--- src/rtl/macplus_kbd_pkg.sv ---
// Shared constants for the Mac Plus keyboard controller.
//   - Mac keyboard command bytes understood by the controller
//   - Response bytes for the null, ACK and NAK replies
//   - Controller FSM state type
package macplus_kbd_pkg;

   localparam logic [7:0] CMD_INQUIRY = 8'h10;
   localparam logic [7:0] CMD_INSTANT = 8'h14;
   localparam logic [7:0] CMD_MODEL   = 8'h16;
   localparam logic [7:0] CMD_TEST    = 8'h36;

   localparam logic [7:0] RSP_NULL = 8'h7B;
   localparam logic [7:0] RSP_ACK  = 8'h7D;
   localparam logic [7:0] RSP_NAK  = 8'h77;

   typedef enum logic [1:0] {
      StIdle,
      StDecode,
      StWaitInq,
      StRespond
   } kbd_state_e;

endpackage

--- src/rtl/kbd_event_fifo.sv ---
// Synchronous byte FIFO for buffered keyboard events.
// Ports:
//   clk, reset      system clock, synchronous active-high reset
//   push, push_data write request and byte (ignored while full)
//   pop             drop the head entry (ignored while empty)
//   flush           empty the FIFO; takes precedence over push and pop
//   head            current head entry (valid while not empty)
//   full, empty     occupancy flags
//   level           current occupancy, 0..DEPTH
// Pointers carry one extra wrap bit: equal when empty, MSB differs when full.
module kbd_event_fifo #(
   parameter int unsigned DEPTH = 8,
   localparam int unsigned AW   = $clog2(DEPTH)
) (
   input  logic          clk,
   input  logic          reset,
   input  logic          push,
   input  logic [7:0]    push_data,
   input  logic          pop,
   input  logic          flush,
   output logic [7:0]    head,
   output logic          full,
   output logic          empty,
   output logic [AW:0]   level
);

   logic [7:0]  mem [DEPTH];
   logic [AW:0] wr_ptr_q, rd_ptr_q;
   logic        do_push, do_pop;

   assign empty   = (wr_ptr_q == rd_ptr_q);
   assign full    = (wr_ptr_q[AW] != rd_ptr_q[AW]) &&
                    (wr_ptr_q[AW-1:0] == rd_ptr_q[AW-1:0]);
   assign level   = wr_ptr_q - rd_ptr_q;
   assign head    = mem[rd_ptr_q[AW-1:0]];
   assign do_push = push && !full && !flush;
   assign do_pop  = pop && !empty && !flush;

   always_ff @(posedge clk) begin
      if (reset || flush) begin
         wr_ptr_q <= '0;
         rd_ptr_q <= '0;
      end else begin
         if (do_push) wr_ptr_q <= wr_ptr_q + 1'b1;
         if (do_pop)  rd_ptr_q <= rd_ptr_q + 1'b1;
      end
   end

   always_ff @(posedge clk) begin
      if (do_push) mem[wr_ptr_q[AW-1:0]] <= push_data;
   end

endmodule

--- src/rtl/macplus_kbd_ctrl.sv ---
// Mac Plus keyboard command sequencer.
// Buffers key events from the HID toggle-strobe interface in a FIFO and answers
// the Mac keyboard commands Inquiry, Instant, Model and Test.
// Ports:
//   clk, reset              system clock, synchronous active-high reset
//   kbd_strobe, kbd_data    toggle strobe + event byte {release, keycode[6:0]}
//   cmd_strobe, cmd_data    one-cycle command pulse + command byte
//   rsp_strobe, rsp_data    one-cycle response pulse + response byte
//   busy                    command accepted, response not yet strobed
//   overflow                sticky: an event was dropped on a full FIFO
//   fifo_level              current FIFO occupancy
// Build option: MACKBD_DEDUP_EN drops an event equal to the last pushed byte.
module macplus_kbd_ctrl
   import macplus_kbd_pkg::*;
#(
   parameter int unsigned FIFO_DEPTH = 8,
   parameter int unsigned INQ_TICKS  = 8000000,
   parameter logic [7:0]  MODEL_ID   = 8'h0B,
   localparam int unsigned LW        = $clog2(FIFO_DEPTH) + 1
) (
   input  logic          clk,
   input  logic          reset,
   input  logic          kbd_strobe,
   input  logic [7:0]    kbd_data,
   input  logic          cmd_strobe,
   input  logic [7:0]    cmd_data,
   output logic          rsp_strobe,
   output logic [7:0]    rsp_data,
   output logic          busy,
   output logic          overflow,
   output logic [LW-1:0] fifo_level
);

   localparam int unsigned CW = (INQ_TICKS > 1) ? $clog2(INQ_TICKS) : 1;
   localparam logic [CW-1:0] CNT_LAST = CW'(INQ_TICKS - 1);

   kbd_state_e    state_q, state_d;
   logic [7:0]    cmd_q, cmd_d;
   logic [7:0]    rsp_q, rsp_d;
   logic [CW-1:0] cnt_q, cnt_d;
   logic          strobe_q;
   logic          overflow_q;

   logic          kbd_event, dup, accept_evt, push, pop, flush;
   logic          full, empty;
   logic [7:0]    head;

   // Any edge on the toggle strobe is a new event.
   assign kbd_event = kbd_strobe ^ strobe_q;

`ifdef MACKBD_DEDUP_EN
   logic [7:0] last_q;

   assign dup = (kbd_data == last_q);

   always_ff @(posedge clk) begin
      if (reset || flush) last_q <= 8'hFF;
      else if (push)      last_q <= kbd_data;
   end
`else
   assign dup = 1'b0;
`endif

   // A flush cycle discards any incoming event without flagging overflow.
   assign accept_evt = kbd_event && !dup && !flush;
   assign push       = accept_evt && !full;

   kbd_event_fifo #(
      .DEPTH (FIFO_DEPTH)
   ) u_fifo (
      .clk       (clk),
      .reset     (reset),
      .push      (push),
      .push_data (kbd_data),
      .pop       (pop),
      .flush     (flush),
      .head      (head),
      .full      (full),
      .empty     (empty),
      .level     (fifo_level)
   );

   always_comb begin
      state_d = state_q;
      cmd_d   = cmd_q;
      rsp_d   = rsp_q;
      cnt_d   = cnt_q;
      pop     = 1'b0;
      flush   = 1'b0;
      case (state_q)
         StIdle: begin
            if (cmd_strobe) begin
               cmd_d   = cmd_data;
               state_d = StDecode;
            end
         end
         StDecode: begin
            state_d = StRespond;
            case (cmd_q)
               CMD_INQUIRY: begin
                  if (!empty) begin
                     pop   = 1'b1;
                     rsp_d = head;
                  end else begin
                     cnt_d   = '0;
                     state_d = StWaitInq;
                  end
               end
               CMD_INSTANT: begin
                  if (!empty) begin
                     pop   = 1'b1;
                     rsp_d = head;
                  end else begin
                     rsp_d = RSP_NULL;
                  end
               end
               CMD_MODEL: begin
                  flush = 1'b1;
                  rsp_d = MODEL_ID;
               end
               CMD_TEST: rsp_d = RSP_ACK;
               default:  rsp_d = RSP_NAK;
            endcase
         end
         StWaitInq: begin
            cnt_d = cnt_q + CW'(1);
            // A buffered event beats a coincident timeout.
            if (!empty) begin
               pop     = 1'b1;
               rsp_d   = head;
               state_d = StRespond;
            end else if (cnt_q == CNT_LAST) begin
               rsp_d   = RSP_NULL;
               state_d = StRespond;
            end
         end
         StRespond: state_d = StIdle;
         default:   state_d = StIdle;
      endcase
   end

   always_ff @(posedge clk) begin
      if (reset) begin
         state_q    <= StIdle;
         cmd_q      <= '0;
         rsp_q      <= '0;
         cnt_q      <= '0;
         strobe_q   <= 1'b0;
         overflow_q <= 1'b0;
      end else begin
         state_q  <= state_d;
         cmd_q    <= cmd_d;
         rsp_q    <= rsp_d;
         cnt_q    <= cnt_d;
         strobe_q <= kbd_strobe;
         if (flush)                  overflow_q <= 1'b0;
         else if (accept_evt && full) overflow_q <= 1'b1;
      end
   end

   assign rsp_strobe = (state_q == StRespond);
   assign busy       = (state_q != StIdle);
   assign rsp_data   = rsp_q;
   assign overflow   = overflow_q;

endmodule

--- config.mk ---
export PLATFORM = sky130hd
export DESIGN_NAME = macplus_kbd_ctrl
export DESIGN_NICKNAME = d
export VERILOG_FILES = /design/src/rtl/macplus_kbd_pkg.sv /design/src/rtl/kbd_event_fifo.sv /design/src/rtl/macplus_kbd_ctrl.sv
export SDC_FILE = /design/constraint.sdc
export NUM_CORES = 1
export LEC_CHECK = 0
export ABC_AREA = 0
export ABC_CLOCK_PERIOD_IN_PS = 8150
export BUFFER_PORTS_ARGS = -buffer_cell sky130_fd_sc_hd__buf_2
export CAP_MARGIN = 20
export CORE_MARGIN = 2
export CORE_UTILIZATION = 38
export DETAILED_ROUTE_END_ITERATION = 16
export PLACE_DENSITY = 0.51
export SYNTH_ARGS = -nofsm -noshare
export SYNTH_HDL_FRONTEND = slang
export SYNTH_SLANG_ARGS = --single-unit
--- constraint.sdc ---
create_clock -name clk -period 8.15 [get_ports clk]
set_clock_uncertainty 0.1 [all_clocks]
set_input_delay 2.445 -clock clk [delete_from_list [all_inputs] [get_ports clk]]
set_output_delay 2.445 -clock clk [all_outputs]
set_load 0.02 [all_outputs]
==> qor_table.md <==
| Stage | Parameter | Value |
|---|---|---|
| global routing | Combined global-route utilization of all metal layers | 0.172 |
| run status | Result of the run | completed |
| sta | Max-slew violations | 0 |
| sta | Minimum period implied by the final worst setup slack | 4.56 ns |
| logic synthesis | Dominant cells by area after synthesis | sky130_fd_sc_hd__edfxtp_1 (36%), sky130_fd_sc_hd__dfxtp_1 (20%), sky130_fd_sc_hd__mux4_2 (6.7%) |
| sta | Hold Violations, Final | 0 |
| clock tree | Number of clock sinks | 118 |
| finish | Commonest non-fill, non-tap cell in the layout | sky130_fd_sc_hd__edfxtp_1 |
| clock tree | Post-CTS setup-driven buffer insertion count | 0 |
| clock tree | CTS H-tree depth | 4 |
| logic synthesis | Simple logic cell fraction of the synthesized area | 0.164 |
| clock tree | Max Buffers Root-to-Sink | 2 |
| sta | Setup violators final | 0 |
| logic synthesis | Share of the yosys chip area belonging to registers | 0.559 |
| setup path | Critical path launch point type | flop |
| finish | Number of diodes | 0 |
| logic synthesis | Synth Flop Type | sky130_fd_sc_hd__edfxtp_1 |
| detailed routing | Iteration count of the initial detailed-routing pass | 4 |
| finish | Most used cells in the layout excluding fill and tap cells | sky130_fd_sc_hd__edfxtp_1 (64), sky130_fd_sc_hd__dfxtp_1 (54), sky130_fd_sc_hd__a21oi_1 (44) |
| detailed routing | Vias per cell | 5.49 |
| setup path | Critical Setup Path Class | flop to output port |
| finish | Reg area | 0.00300 mm² |
| logic synthesis | Most area-hungry cell type in the Yosys netlist | sky130_fd_sc_hd__edfxtp_1 |
| detailed routing | Routed length on met1 | 5480 µm |
| placement | Placer's final routability congestion estimate | 0.752 |
| floorplan | Overall die area | 0.0151 mm² |
| sta | Crit share post-route | 0.559 |
| floorplan | I/O pin total | 35 |
| detailed routing | Detailed-route wire length | 12000 µm |
| sta | Slew at the pin closest to its max-slew limit | 1.03 ns |
| global routing | Initial antenna violation count | 0 |
| floorplan | Core box area | 0.0138 mm² |
| logic synthesis | Arithmetic-cell share of the synthesized area counting full adders, half adders and majority gates | 0.0294 |
| logic synthesis | Number of synthesized register bits | 118 |
| detailed routing | Highest metal layer used by the detailed router | met4 |
| logic synthesis | Portion of synthesized cell area occupied by the leading cell type | 0.358 |
| global routing | Global-route congestion overflow total | 0 |
| power | Cell area power density | 303 mW/mm² |
| logic synthesis | Synth Area in XOR/XNOR | 0.0131 |
| logic synthesis | Avg Synthesized Cell Area | 11.7 µm² |
| power | Standby leakage power | 2.13 nW |
| detailed routing | Mean routed wirelength per cell | 17.5 µm |
| clock tree | Resize count post-CTS | 0 |
| clock tree | Clock-pin slew of the registers on the worst-case setup and hold paths | 0.05 ns |
| floorplan | Number of standard-cell rows in the floorplan | 43 |
| detailed routing | DRC errors left | 0 |
| logic synthesis | Mapped Cells | 460 |
| detailed routing | Wire length on met3 | 501 µm |
| clock tree | Number of hold buffers added after cts | 0 |
| finish | Number of filler cells placed in the layout | 1242 |
| clock tree | Number of buffers created by CTS | 17 |
| floorplan | DIE HEIGHT | 123 µm |
| logic synthesis | Share of the synthesized area in compound gates (AO/OA/AOI/OAI) | 0.115 |
| finish | Nets | 526 |
| logic synthesis | Warning count from the yosys run | 0 |
| clock tree | Root buffer cell | sky130_fd_sc_hd__clkbuf_16 |
| placement | Total half-perimeter wirelength after legalization and detailed placement | 8160 µm |
| setup path | Kind of end point of the critical path | output port |
| finish | Share of cells above drive strength 1 | 0.195 |
| detailed routing | DRT iter0 DRCs | 210 |
| setup path | Worst endpoint required time | 5.61 ns |
| global routing | Via count of the first global-routing pass | 3505 |
| detailed routing | Detailed route wirelength on metal2 | 5850 µm |
| sta | Setup repair after global routing missed its margin | false |
| power | Total chip power | 0.00191 W |
| finish | Total area of multi-input combinational cells | 0.00221 mm² |
| placement | Count of port buffers added during placement | 34 |
| run | Max-cap violations | 0 |
| logic synthesis | Number of flops mapped to enable cells by yosys | 64 |
| finish | Post-synthesis to final-layout area growth | 17.9% |
| setup path | CP max FO | 7 |
| sta | Highest clock rate | 219 MHz |
| floorplan | Overall die width | 123 µm |
| logic synthesis | Share of synthesized area spent on multiplexers | 0.0862 |
| logic synthesis | Combinational family with the most area after synthesis | simple AND/OR/NAND/NOR gates |
| detailed routing | Remaining antenna violation count after routing | 0 |
| logic synthesis | Distinct cells, synth | 55 |
| clock tree | Later-pin clock latency in the skew report | 0.41 ns |
| logic synthesis | Fraction of registers with async set or reset after synthesis | 0 |
| setup path | Arrival time reported for the critical path endpoint | 2.01 ns |
| global routing | Pin count of the biggest net entering global routing | 44 |
| sta | Worst-case headroom to the max-slew limit | 0.311 |
| sta | Setup total negative slack | 0 ns |
| power | Largest voltage drop on the vdd net | 164 µV |
| global routing | Wire length of the first global-routing pass | 19100 µm |
| logic synthesis | Synthesized net count | 492 |
| clock tree | TritonCTS clock tree | built |
| min path | Class of the tightest hold or removal check | flop to flop |
| floorplan | Initial Utilization | 0.388 |
| detailed routing | DR vias | 3772 |
| logic synthesis | Post-synthesis instance area | 0.00537 mm² |
-- cell type report --
class	count	share of cell area
Sequential cell	118	0.475
Multi-Input combinational cell	300	0.349
Clock buffer	24	0.0779
Tap cell	180	0.0356
Timing Repair Buffer	40	0.0336
Clock inverter	8	0.0192
Inverter	17	0.0101
-- registers in the layout, summed over array words and instances (netlist names), named ones only --
register         count
u_fifo.mem          64
u_fifo.wr_ptr_q      4
state_q              2
cmd_q                8
strobe_q             1
cnt_q               23
rsp_data             8
u_fifo.rd_ptr_q      4
overflow             1
-- per-stage QoR --
stage                     setup slack (ns)  instance area (µm²)  std cells   util  hold WS [ns]
after floorplan                       3.80                 5370        460      -         0.345
after global placement                3.50                 5690        652  0.412         0.355
after detailed placement              3.48                 5690        652  0.412         0.360
after CTS                             3.56                 6310        684  0.456         0.373
after global routing                  3.44                 6330        687  0.458         0.402
final                                 3.59                 6330        687  0.458         0.365
-- logic make-up (layout without fill, tap and decap cells) --
family | count (synthesis) | after routing
AOI/OAI and AO/OA | 98 | 98
xor gates and xnor gates | 8 | 8
adders and majority gates | 12 | 12
buffers and inverters | 42 | 89
DFF | 118 | 118
muxes | 26 | 26
and+or+nand+nor | 156 | 156
-- where the power goes --
part	total [W]	switching, W	internal [W]
registers	0.000707	0.0000358	0.000671
clock network	0.000769	0.000255	0.000514
logic	0.000438	0.000295	0.000143
-- final timing paths --
path | start | end | slack (ns) | depth (start not counted)
setup / recovery | u_fifo.wr_ptr_q[0] | fifo_level[2] | 3.59 | 5
setup reg to reg | u_fifo.wr_ptr_q[0] | u_fifo.mem[0][6] | 5.14 | 6
hold / removal | overflow | overflow | 0.37 | 2
hold reg to reg | overflow | overflow | 0.37 | 2
-- synth_stat cells, types with 8 or more instances --
master                      n
sky130_fd_sc_hd__edfxtp_1  64
sky130_fd_sc_hd__dfxtp_1   54
sky130_fd_sc_hd__a21oi_1   44
sky130_fd_sc_hd__nor2_1    26
sky130_fd_sc_hd__nand3_1   25
sky130_fd_sc_hd__nand2_1   22
sky130_fd_sc_hd__inv_1     17
sky130_fd_sc_hd__mux4_2    16
sky130_fd_sc_hd__clkbuf_1  15
sky130_fd_sc_hd__nand4_1   15
sky130_fd_sc_hd__o21ai_0   14
sky130_fd_sc_hd__o31ai_1   13
sky130_fd_sc_hd__nor3_1    12
sky130_fd_sc_hd__ha_1      11
sky130_fd_sc_hd__or4_1     11
sky130_fd_sc_hd__or3_1      9
sky130_fd_sc_hd__mux2i_1    8
-- critical path, cell delays in order, from the launching register on --
cell and delay, ns:
sky130_fd_sc_hd__dfxtp_1 0.49, sky130_fd_sc_hd__inv_1 0.15, sky130_fd_sc_hd__ha_1 0.23, sky130_fd_sc_hd__fa_1 0.39, sky130_fd_sc_hd__xnor2_1 0.16, sky130_fd_sc_hd__buf_2 0.18
-- per-layer routing --
metal / global-route usage / vias up
met5: 0 / -
met4: 0.0625 / 0
met3: 0.0502 / 11
met2: 0.272 / 71
met1: 0.224 / 1841
li1: - / 1849
Power figures use the tool's default switching activity.
